<file path="src/rtl/struct_array_regfile.sv">
// rtl/struct_array_regfile.sv - Writable array of packed {valid, tag, data} entries with registered read and fill sweep
module struct_array_regfile #(
  parameter int                     NUM_ENTRIES = 4,
  parameter int                     TAG_W       = 7,
  parameter int                     DATA_W      = 24,
  parameter logic [TAG_W+DATA_W:0]  RESET_VAL   = '1,
  localparam int                    ENTRY_W     = 1 + TAG_W + DATA_W,
  localparam int                    ADDR_W      = $clog2(NUM_ENTRIES)
) (
  input  logic                             clk,
  input  logic                             rst,
  input  logic                             wr_en,
  input  logic [ADDR_W-1:0]                wr_addr,
  input  logic [ENTRY_W-1:0]               wr_data,
  output logic                             wr_ready,
  input  logic                             rd_en,
  input  logic [ADDR_W-1:0]                rd_addr,
  output logic [ENTRY_W-1:0]               rd_data,
  output logic                             rd_valid,
  input  logic                             fill_req,
  input  logic [ENTRY_W-1:0]               fill_val,
  output logic                             busy,
  output logic [NUM_ENTRIES*ENTRY_W-1:0]   o
);

  typedef struct packed {
    logic              valid;
    logic [TAG_W-1:0]  tag;
    logic [DATA_W-1:0] data;
  } entry_t;

  localparam logic [0:0] ST_IDLE = 1'b0;
  localparam logic [0:0] ST_FILL = 1'b1;

  logic [0:0]                           state;
  logic [ADDR_W-1:0]                    ptr;
  entry_t                               fill_lat;
  entry_t                               entries      [NUM_ENTRIES];
  entry_t                               entries_next [NUM_ENTRIES];
  entry_t                               rd_word;
  logic [NUM_ENTRIES*ENTRY_W-1:0]       flat_next;
  logic                                 wr_fire;
  logic                                 fill_last;

  // Both status flags come straight from the state register, so they never
  // depend combinationally on an input.
  assign busy     = (state == ST_FILL);
  assign wr_ready = (state == ST_IDLE);

  // A fill request in IDLE wins over a same-cycle write, which is dropped.
  assign wr_fire   = wr_en && wr_ready && !fill_req;
  assign fill_last = (ptr == ADDR_W'(NUM_ENTRIES - 1));

  // Next-state array: the fill sweep owns the write path while busy; an
  // address with no matching entry simply matches nothing and is dropped.
  always_comb begin
    for (int i = 0; i < NUM_ENTRIES; i++) begin
      entries_next[i] = entries[i];
      if (busy && (ptr == ADDR_W'(i))) begin
        entries_next[i] = fill_lat;
      end else if (wr_fire && (wr_addr == ADDR_W'(i))) begin
        entries_next[i] = entry_t'(wr_data);
      end
    end
  end

  // Read mux over the current (pre-write) contents; unmatched address gives 0.
  always_comb begin
    rd_word = '0;
    for (int i = 0; i < NUM_ENTRIES; i++) begin
      if (rd_addr == ADDR_W'(i)) begin
        rd_word = entries[i];
      end
    end
  end

  // Flatten the next-state array with entry 0 in the LSBs.
  always_comb begin
    flat_next = '0;
    for (int i = 0; i < NUM_ENTRIES; i++) begin
      flat_next[i*ENTRY_W +: ENTRY_W] = entries_next[i];
    end
  end

  // Storage and its flat mirror commit on the same edge.
  always_ff @(posedge clk) begin
    if (rst) begin
      for (int i = 0; i < NUM_ENTRIES; i++) begin
        entries[i] <= entry_t'(RESET_VAL);
      end
      o <= {NUM_ENTRIES{RESET_VAL}};
    end else begin
      for (int i = 0; i < NUM_ENTRIES; i++) begin
        entries[i] <= entries_next[i];
      end
      o <= flat_next;
    end
  end

  // Registered read port; data holds when no read is requested.
  always_ff @(posedge clk) begin
    if (rst) begin
      rd_data  <= '0;
      rd_valid <= 1'b0;
    end else begin
      rd_valid <= rd_en;
      if (rd_en) begin
        rd_data <= rd_word;
      end
    end
  end

  // Fill sequencer: latch the pattern, then write one entry per cycle
  // from 0 up to NUM_ENTRIES-1 and fall back to IDLE without wrapping.
  always_ff @(posedge clk) begin
    if (rst) begin
      state    <= ST_IDLE;
      ptr      <= '0;
      fill_lat <= '0;
    end else begin
      case (state)
        ST_IDLE: begin
          if (fill_req) begin
            fill_lat <= entry_t'(fill_val);
            ptr      <= '0;
            state    <= ST_FILL;
          end
        end
        ST_FILL: begin
          if (fill_last) begin
            ptr   <= '0;
            state <= ST_IDLE;
          end else begin
            ptr <= ptr + ADDR_W'(1);
          end
        end
        default: begin
          state <= ST_IDLE;
        end
      endcase
    end
  end

endmodule

</file>
<file path="config.mk">
export PLATFORM = sky130hd
export DESIGN_NAME = struct_array_regfile
export DESIGN_NICKNAME = d
export VERILOG_FILES = /design/src/rtl/struct_array_regfile.sv
export SDC_FILE = /design/constraint.sdc
export NUM_CORES = 1
export LEC_CHECK = 0
export ABC_AREA = 1
export CORE_ASPECT_RATIO = 1.1
export CORE_MARGIN = 2
export CORE_UTILIZATION = 45
export CTS_BUF_LIST = sky130_fd_sc_hd__clkbuf_16
export DETAILED_ROUTE_END_ITERATION = 10
export GPL_ROUTABILITY_DRIVEN = 0
export PLACE_DENSITY_LB_ADDON = 0.05
export SYNTH_ARGS = -nofsm -noshare
export SYNTH_HDL_FRONTEND = slang
export SYNTH_SLANG_ARGS = --single-unit
</file>
<file path="constraint.sdc">
create_clock -name clk -period 3.8 [get_ports clk]
set_input_delay 0.76 -clock clk [delete_from_list [all_inputs] [get_ports clk]]
set_output_delay 0.76 -clock clk [all_outputs]
set_load 0.005 [all_outputs]
</file>
Word-level counts from Yosys, hierarchy flattened
Memory sizes are Yosys's and may differ from the RTL's.
Index checks and enable logic that the tools add are counted.

word-level totals
  register bits after elaboration = 196
  bits in latches = 0
  RAM bits = 128
  ROM bits = 0
  bits of input ports = 73
  output and inout bits = 163
  logic and storage cells = 65
  memories kept = 1

memory list
  memory   words  bits a word  rd ports  clocked after memory_dff  write ports  RTL line  RTL
  entries  4      32           4         0                         4            38        entry_t entries [NUM_ENTRIES];

operators by class
  add/sub/neg operators = 1
  multipliers = 0
  divide/modulo/power cells = 0
  order comparisons = 0
  equality and inequality tests = 10
  shift operators = 0
  muxes and demuxes = 25
  bitwise operators = 5
  reduce and logical (&&, ||, !) cells = 15

operator list
  kind                 number
  $mux 32              16
  $eq 2x2->1 const B   6
  $logic_and 1x1->1    10
  $eq 2x1->1 const B   3
  $logic_not 2->1      3
  $mux 1               5
  $mux 2               2
  $or 1x1->1           4
  $pmux 2 s2           1
  $add 2x1->2 const B  1
  $ne 2x1->1 const B   1
  $pmux 1 s2           1
  $reduce_and 2->1     1
  $logic_not 1->1      1
  $not 1->1            1

Longest topological paths before layout
Gate-level depths: netlist of the first run.

  word-level depth = 7
  mapped depth = 8
  gate-level depth less buffers = 6

Worst setup path after synthesis of the first run
OpenSTA, ideal clock, no wires.

  kind = input port to flip-flop
  start = input rst
  end = register o[40]
  library setup time = 0.122 ns
  data arrival time = 1.585 ns
  required time = 3.678 ns
  path slack = 2.093 ns
  stages on the path = 6
  buffers on the path = 3
  cell sequence = buf_2 inv_2 buf_4 clkbuf_1 o21ai_0 nand3b_1

RTL lines
  item                    RTL line  RTL
  start: declaration      11        input logic rst,
  end signal: assignment  91        o <= {NUM_ENTRIES{RESET_VAL}};
  end signal: assignment  96        o <= flat_next;
  end: declaration        23        output logic [NUM_ENTRIES*ENTRY_W-1:0] o

Worst setup path in the final report of the first run
  start = register state, in the netlist busy
  end = output busy

RTL lines
  item                      RTL line  RTL
  start: declaration        35        logic [0:0] state;
  start signal: assignment  117       state <= ST_IDLE;
  start signal: assignment  126       state <= ST_FILL;
  start signal: assignment  132       state <= ST_IDLE;
  end: declaration          22        output logic busy,

No word-level cell between the ends.

==> results of run 1 <==
[logic make-up after synthesis]
| family | count (synthesis) | share of synthesized area |
|---|---|---|
| AO/OA/AOI/OAI | 321 | 0.183 |
| adder cells (fa/ha/maj) | 4 | 0.00554 |
| buffers and inverters | 154 | 0.0729 |
| AND/OR/NAND/NOR | 570 | 0.304 |
| flip-flops | 196 | 0.435 |
[sequential cells by signal, indices dropped and copies added, names as in the netlist]
register / cells
fill_lat: 32
rd_valid: 1
entries: 1
o: 127
rd_data: 32
ptr: 2
busy: 1
[cells in the final DEF (no fill, tap or decap), drive strengths merged]
| cell | count |
|---|---|
| clkbuf | 17 |
| diode | 1 |
| a21oi | 96 |
| clkinvlp | 3 |
| o21ai | 192 |
| inv | 42 |
| nand2 | 173 |
| nand3 | 256 |
| clkdlybuf4s50 | 232 |
| a211oi | 1 |
| dfxtp | 196 |
| clkinv | 6 |
| nand3b | 65 |
| bufinv | 3 |
| nand4 | 2 |
| a31oi | 32 |
| ha | 4 |
| nor3 | 1 |
| buf | 28 |
| nor2 | 73 |
[worst min-delay path by stage]
stage,start,slack [ns],end
6_report,rd_data[26]$_SDFFE_PP0P_,0.47,rd_data[26]$_SDFFE_PP0P_
5_1_grt,rd_data[21]$_SDFFE_PP0P_,0.49,rd_data[21]$_SDFFE_PP0P_
4_1_cts,rd_data[30]$_SDFFE_PP0P_,0.47,rd_data[30]$_SDFFE_PP0P_
3_5_place_dp,rd_data[30]$_SDFFE_PP0P_,0.46,rd_data[30]$_SDFFE_PP0P_
3_3_place_gp,rd_data[30]$_SDFFE_PP0P_,0.45,rd_data[30]$_SDFFE_PP0P_
2_1_floorplan,rd_data[0]$_SDFFE_PP0P_,0.46,rd_data[0]$_SDFFE_PP0P_
[routing by layer]
| metal | track usage | routed length [um] |
|---|---|---|
| met5 | 0 | 0 |
| met4 | 0.0967 | 735 |
| met3 | 0.0600 | 2820 |
| met1 | 0.424 | 14600 |
| met2 | 0.493 | 15300 |
[layout make-up]
type	count	area share
Tap cell	252	0.0263
Inverter	40	0.0129
Sequential cell	196	0.327
Multi-Input combinational cell	895	0.374
Clock inverter	14	0.0137
Antenna cell	1	0.000208
Timing Repair Buffer	260	0.210
Clock buffer	17	0.0354
[where the power goes]
group          internal (W)  switching, W  total [W]
combinational      0.000427      0.000463   0.000890
clock               0.00103      0.000820    0.00185
sequential          0.00220      0.000113    0.00231
[cell usage after synthesis]
library cell	instances
nand2_4	1
a211oi_1	1
o21ai_0	192
buf_1	5
dfxtp_1	196
buf_6	1
nand3_1	256
nand2_2	2
nand3b_1	65
a31oi_1	32
ha_1	4
buf_2	38
inv_4	1
nor2_1	70
inv_2	1
inv_1	38
clkbuf_1	64
nor2_2	2
nand2_1	170
a21oi_1	96
nand4_1	2
buf_4	6
nor3_2	1
nor2_8	1
[stage by stage]
stage,area (um^2),hold WS (ns),util
finish,12000,0.466,0.609
global route,12000,0.491,0.609
CTS,12000,0.469,0.609
detailed placement,11400,0.458,0.579
global placement,11400,0.452,0.579
floorplan,9030,0.462,-
[worst min-delay path, delay by kind of cell, from the launching register on]
kind | cells | cell delay (ns)
compound gates | 1 | 0.05
flops | 1 | 0.31
simple gates | 1 | 0.06
==> flow_summary.ini, run 1 <==
[timing]
maxSlewHeadroom = 0.186
max_freq_mhz = 423
finClkSkew_ns = 0.0101
setup_viol = 0
rsz0062_at_grt = false
worst_slack_ns = 1.43
period_share = 0.623
drv_slew = 0
period_minus_slack_ns = 2.37
worst_pin_slew_ns = 1.22
finalHoldViolations = 0
fin_setup_tns_ns = 0

[clock_network]
path_clk_slew_ns = 0.07
post_cts_buffers = 0
cts_made_buffers = 17
holdBufCountCts = 0
htree_levels = 4
post_cts_resized = 0
clock_path_buffers = 2
root_buffer = clkbuf_16
clk-insertion-delay-late_ns = 0.43
cts_sinks = 196
cts_tree = done

[worst_hold_path]
min_path_type = register to register
whs_path_depth = 2

[setup_path]
cp.depth = 1
cp_num_buf_inv = 1
timing.rr.start = ptr[0]$_SDFFE_PP0P_
critPathLaunch = busy$_SDFF_PP0_
start_kind = register
crit_family = buffers and inverters
max_stage_delay_ns = 0.60
reg2regPathDepth = 7
critical_path.cell_chain = clkdlybuf4s50_1
reg2reg_to = o[16]$_SDFFE_PP1P_
critPathMaxFanout = 8
cp-end-kind = primary output
required_ns = 3.04
r2r_slack_ns = 1.60
path_class = register to primary output
worstPathArrival_ns = 1.61
critPathCapture = busy
cp_slowest_cell = clkdlybuf4s50_1

[synth]
synth_fp_nets = 1322
synth.avg_cell_area_um2 = 7.25
yosys.area.top_type = dfxtp_1
yosys_warnings = 0
synth_top_cell_area_share = 0.435
ys_top_cells_by_area = dfxtp_1 (43%), nand3_1 (14%), o21ai_0 (11%)
postSynthCellCount = 1245
ys_seq_elements = 196
ys_seq_area_frac = 0.435
synth_cell_type_count = 24
synth_area_mm2 = 0.00903

[finish]
drive_above_1_share = 0.0527
fin_cells = 1675
areaGrowthSynthToFinish_pct = 33.0
fillCellCount = 1878
final_nets = 1487
area.sequential_mm2 = 0.00392
multiInputGateArea_mm2 = 0.00450

[floorplanning]
start_util = 0.458
num_rows = 54
die-height_um = 153
die_x_um = 139
ios = 236
die_area_mm2 = 0.0212
core_mm2 = 0.0197

[placed_design]
port_buffers = 235
pre_cts_ws_ns = 1.11
hpwlAfterDp_um = 20800
dp.cells = 1643

[run_status]
outcome = finished clean

[pwr]
ir_worst_vdd_mv = 0.341
leakage_nw = 4.90
total_power_w = 0.00505
p_per_area_mw_per_mm2 = 420

[global_route]
first_global_vias = 8894
grt_util_all_layers = 0.309
grt_max_degree = 79
antenna_found_initial = 0
grt-ovfl-total = 0
grt_pass1_wl_um = 52100

[drt]
first_pass_iters = 5
dr.first_iter.drc_count = 782
drc = 0
vias = 9745
ant_nets = 0
wl_um = 33500
wire_per_inst_um = 20.0
viasPerCell = 5.82

[run]
cap_viol_max_count = 0
Power figures use the tool's default switching activity.
==> inputs of run 2 (changes only) <==
- clock period: 3.8 -> 2.34 ns (I/O delays scaled with it)
==> flow_summary.ini, run 2 (synthesis results as in run 1) <==
[setup_path]
cp-end-kind = primary output
start_kind = register
critPathLaunch = busy$_SDFF_PP0_
reg2reg_to = o[10]$_SDFFE_PP1P_
cp_num_buf_inv = 1
crit_family = flip-flops
path_class = register to primary output
critPathCapture = busy
required_ns = 1.87
r2r_slack_ns = 0.63
reg2regPathDepth = 7
timing.rr.start = ptr[0]$_SDFFE_PP0P_
critPathMaxFanout = 8
cp.depth = 1
critical_path.cell_chain = clkdlybuf4s50_1
max_stage_delay_ns = 0.62
worstPathArrival_ns = 1.67
cp_slowest_cell = dfxtp_1

[timing]
rsz0062_at_grt = false
max_freq_mhz = 469
drv_slew = 0
fin_setup_tns_ns = 0
finalHoldViolations = 0
period_minus_slack_ns = 2.13
maxSlewHeadroom = 0.289
period_share = 0.912
worst_pin_slew_ns = 1.06
finClkSkew_ns = 0.0101
setup_viol = 0

[drt]
viasPerCell = 5.81
wire_per_inst_um = 19.9
first_pass_iters = 6
vias = 9833
wl_um = 33600
dr.first_iter.drc_count = 830
drc = 0
ant_nets = 0

[finish]
final_cell_mix = nand3_1 (256), clkdlybuf4s50_1 (232), dfxtp_1 (196), o21ai_0 (192), nand2_1 (163)
area.sequential_mm2 = 0.00392
top_register = o
top_regs = o: 127 flops, fill_lat: 32 flops, rd_data: 32 flops
areaGrowthSynthToFinish_pct = 35.1
layout_commonest_cell = nand3_1
multiInputGateArea_mm2 = 0.00450
fillCellCount = 1832
final_nets = 1503
final_util = 0.618
largest_reg_flops = 127
n_antenna_cell = 0
drive_above_1_share = 0.0639

[clock_network]
cts_made_buffers = 17
htree_levels = 4
cts_tree = done
clk-insertion-delay-late_ns = 0.44
path_clk_slew_ns = 0.07
post_cts_buffers = 0
holdBufCountCts = 0
cts_sinks = 196
root_buffer = clkbuf_16
clock_path_buffers = 2
post_cts_resized = 0

[floorplanning]
die_x_um = 139
start_util = 0.458
core_mm2 = 0.0197
ios = 236
die-height_um = 153
die_area_mm2 = 0.0212
num_rows = 54

[placed_design]
port_buffers = 235
hpwlAfterDp_um = 21300

[global_route]
grt_pass1_wl_um = 52300
grt_max_degree = 66
first_global_vias = 9124
antenna_found_initial = 0
grt_util_all_layers = 0.310
grt-ovfl-total = 0

[worst_hold_path]
min_path_type = register to register

[pwr]
p_sw_frac = 0.290
internal-power_w = 0.00565
ir_worst_vdd_mv = 0.506
p_per_area_mw_per_mm2 = 653
leakage_nw = 4.99
clkPwrFrac = 0.343
sequentialPowerShare = 0.469
p_sw_w = 0.00231
p_comb_frac = 0.188

[run]
cap_viol_max_count = 0

[run_status]
outcome = finished clean
==> run 2: changes by cell type in the layout (fill, tap and decap cells not counted) <==
| cell | change |
|---|---|
| inv_6 | +2 |
| clkinv_1 | -1 |
| buf_4 | +6 |
| inv_1 | +1 |
| clkinvlp_4 | +3 |
| buf_12 | +10 |
| diode_2 | -1 |
| bufinv_16 | -3 |
| clkinv_2 | -1 |
==> run 2: layout make-up <==
cell class,instances,area share
multi-input combinational,895,0.369
sequential,196,0.322
timing repair buffer,276,0.227
clock buffer,17,0.0349
tap,252,0.0259
inverter,40,0.0127
clock inverter,15,0.00893
==> run 2: per-layer routing <==
| layer | vias up | global-route usage | wire [um] |
|---|---|---|---|
| met4 | 0 | 0.0991 | 647 |
| met1 | 4603 | 0.421 | 14300 |
| met5 | - | 0 | 0 |
| met2 | 520 | 0.501 | 15600 |
| met3 | 43 | 0.0553 | 3070 |
| li1 | 4667 | - | - |
==> run 2: through the flow <==
step                setup slack [ns]  power [W]  instances  hold WS, ns  cell area [um^2]
floorplan                      0.925    0.00447       1245        0.462              9030
global placement               0.211    0.00526       1659        0.452             11700
detailed placement             0.191    0.00529       1659        0.455             11700
CTS                            0.201    0.00796       1691        0.466             12200
global route                   0.164    0.00829       1691        0.481             12200
finish                         0.206    0.00796       1691        0.464             12200
==> run 2: how the worst min path moves through the flow <==
stage,from,to,slack (ns),cells after the start
floorplan,rd_data[0]$_SDFFE_PP0P_,rd_data[0]$_SDFFE_PP0P_,0.46,2
detailed placement,rd_data[28]$_SDFFE_PP0P_,rd_data[28]$_SDFFE_PP0P_,0.46,2
global placement,rd_data[26]$_SDFFE_PP0P_,rd_data[26]$_SDFFE_PP0P_,0.45,2
global route,rd_data[21]$_SDFFE_PP0P_,rd_data[21]$_SDFFE_PP0P_,0.48,2
finish,rd_data[21]$_SDFFE_PP0P_,rd_data[21]$_SDFFE_PP0P_,0.46,2
CTS,rd_data[28]$_SDFFE_PP0P_,rd_data[28]$_SDFFE_PP0P_,0.47,2
==> run 2: power groups by stage <==
stage          clock [W]  sequential, W  combinational (W)
2_1_floorplan          0        0.00378           0.000690
3_3_place_gp           0        0.00381            0.00146
3_5_place_dp           0        0.00381            0.00148
4_1_cts          0.00274        0.00373            0.00149
5_1_grt          0.00289        0.00376            0.00163
6_report         0.00273        0.00373            0.00150
==> inputs of run 3 (changes only) <==
--- a/config.mk
+++ b/config.mk
@@ -9,5 +9,5 @@
 export CORE_ASPECT_RATIO = 1.1
 export CORE_MARGIN = 2
-export CORE_UTILIZATION = 45
+export CORE_UTILIZATION = 49
 export CTS_BUF_LIST = sky130_fd_sc_hd__clkbuf_16
 export DETAILED_ROUTE_END_ITERATION = 10
==> constraint.sdc (replaced) <==
create_clock -name clk -period 2.34 [get_ports clk]
set_input_delay 0.468 -clock clk [delete_from_list [all_inputs] [get_ports clk]]
set_output_delay 0.468 -clock clk [all_outputs]
set_load 0.02 [all_outputs]
==> flow_summary.ini, run 3 (synthesis results as in run 1) <==
[setup_path]
path_class = register to primary output
reg2regPathDepth = 5
cp_num_buf_inv = 1
required_ns = 1.87
worstPathArrival_ns = 1.78
critical_path.cell_chain = clkdlybuf4s50_1
cp.depth = 1
cp_slowest_cell = clkdlybuf4s50_1
critPathMaxFanout = 8
max_stage_delay_ns = 0.71
crit_family = buffers and inverters
cp-end-kind = primary output
start_kind = register

[clock_network]
root_buffer = clkbuf_16
clk-insertion-delay-late_ns = 0.44
cts_sinks = 196
post_cts_resized = 0
cts_tree = done
post_cts_buffers = 0
clock_path_buffers = 2
path_clk_slew_ns = 0.07
htree_levels = 4
cts_made_buffers = 17
holdBufCountCts = 0

[timing]
worst_pin_slew_ns = 0.668
fin_setup_tns_ns = 0
period_share = 0.962
finalHoldViolations = 0
max_freq_mhz = 444
finClkSkew_ns = 0.00995
maxSlewHeadroom = 0.553
period_minus_slack_ns = 2.25
rsz0062_at_grt = false
drv_slew = 0
setup_viol = 0

[pwr]
p_sw_frac = 0.302
internal-power_w = 0.00578
clkPwrFrac = 0.342
ir_worst_vdd_mv = 0.577
sequentialPowerShare = 0.452
p_comb_frac = 0.206
leakage_nw = 5.04
p_per_area_mw_per_mm2 = 674
p_sw_w = 0.00250

[drt]
first_pass_iters = 5
wire_per_inst_um = 19.1
viasPerCell = 5.92
wl_um = 32300
vias = 10000
dr.first_iter.drc_count = 964
ant_nets = 0
drc = 0

[worst_hold_path]
min_path_type = input port to register
whs_path_depth = 4

[finish]
final_util = 0.674
largest_reg_flops = 127
multiInputGateArea_mm2 = 0.00450
final_cell_mix = nand3_1 (256), clkdlybuf4s50_1 (232), dfxtp_1 (196), o21ai_0 (192), nand2_1 (163)
areaGrowthSynthToFinish_pct = 36.0
top_register = o
final_nets = 1511
finalInstanceArea_mm2 = 0.0123
area.sequential_mm2 = 0.00392
fillCellCount = 1599
drive_above_1_share = 0.0698
layout_commonest_cell = nand3_1
top_regs = o: 127 flops, fill_lat: 32 flops, rd_data: 32 flops

[floorplanning]
ios = 236
die-height_um = 146
die_x_um = 133
die_area_mm2 = 0.0195
core_mm2 = 0.0182
start_util = 0.496
num_rows = 52

[run]
cap_viol_max_count = 0

[global_route]
grt_util_all_layers = 0.326
grt_max_degree = 67
antenna_found_initial = 1
grt_pass1_wl_um = 50200
first_global_vias = 8904
grt-ovfl-total = 0

[placed_design]
port_buffers = 235
hpwlAfterDp_um = 21300
post_dp_cell_area_mm2 = 0.0117

[run_status]
outcome = finished clean
-- run 3: final timing paths --
kind	startpoint	end	slack, ns
worst max-delay path	busy$_SDFF_PP0_	busy	0.09
worst min-delay path	rst	fill_lat[3]$_SDFFE_PP0P_	0.45
worst max register to register	busy$_SDFF_PP0_	fill_lat[26]$_SDFFE_PP0P_	0.50
worst min register to register	rd_data[26]$_SDFFE_PP0P_	rd_data[26]$_SDFFE_PP0P_	0.46
-- run 3: final cells by class --
class	count	area share
clock inverter	15	0.0107
sequential	196	0.319
antenna	1	0.000204
multi-input combinational	895	0.366
tap	243	0.0248
clock buffer	17	0.0346
inverter	40	0.0126
timing repair buffer	284	0.231
-- run 3: routing by layer --
metal  wire [um]  vias to the layer above  track usage
met1       13500                     4655        0.455
met3        2980                       69       0.0528
met4         973                        0        0.121
met5           0                        -            0
li1            -                     4685            -
met2       14800                      599        0.507
-- run 3: power groups by stage --
stage / sequential [W] / clock [W] / combinational, W
after floorplan: 0.00398 / 0 / 0.000689
after global placement: 0.00381 / 0 / 0.00166
after detailed placement: 0.00381 / 0 / 0.00168
after CTS: 0.00374 / 0.00285 / 0.00169
after global routing: 0.00376 / 0.00299 / 0.00183
final: 0.00374 / 0.00283 / 0.00171
-- run 3: through the flow --
stage	cells	hold WS [ns]	worst slack, ns	total power, W
6_report	1691	0.449	0.0897	0.00828
5_1_grt	1691	0.472	0.0403	0.00859
3_3_place_gp	1658	0.451	0.303	0.00547
2_1_floorplan	1245	0.469	0.925	0.00467
4_1_cts	1690	0.435	0.0823	0.00827
3_5_place_dp	1658	0.455	0.270	0.00549
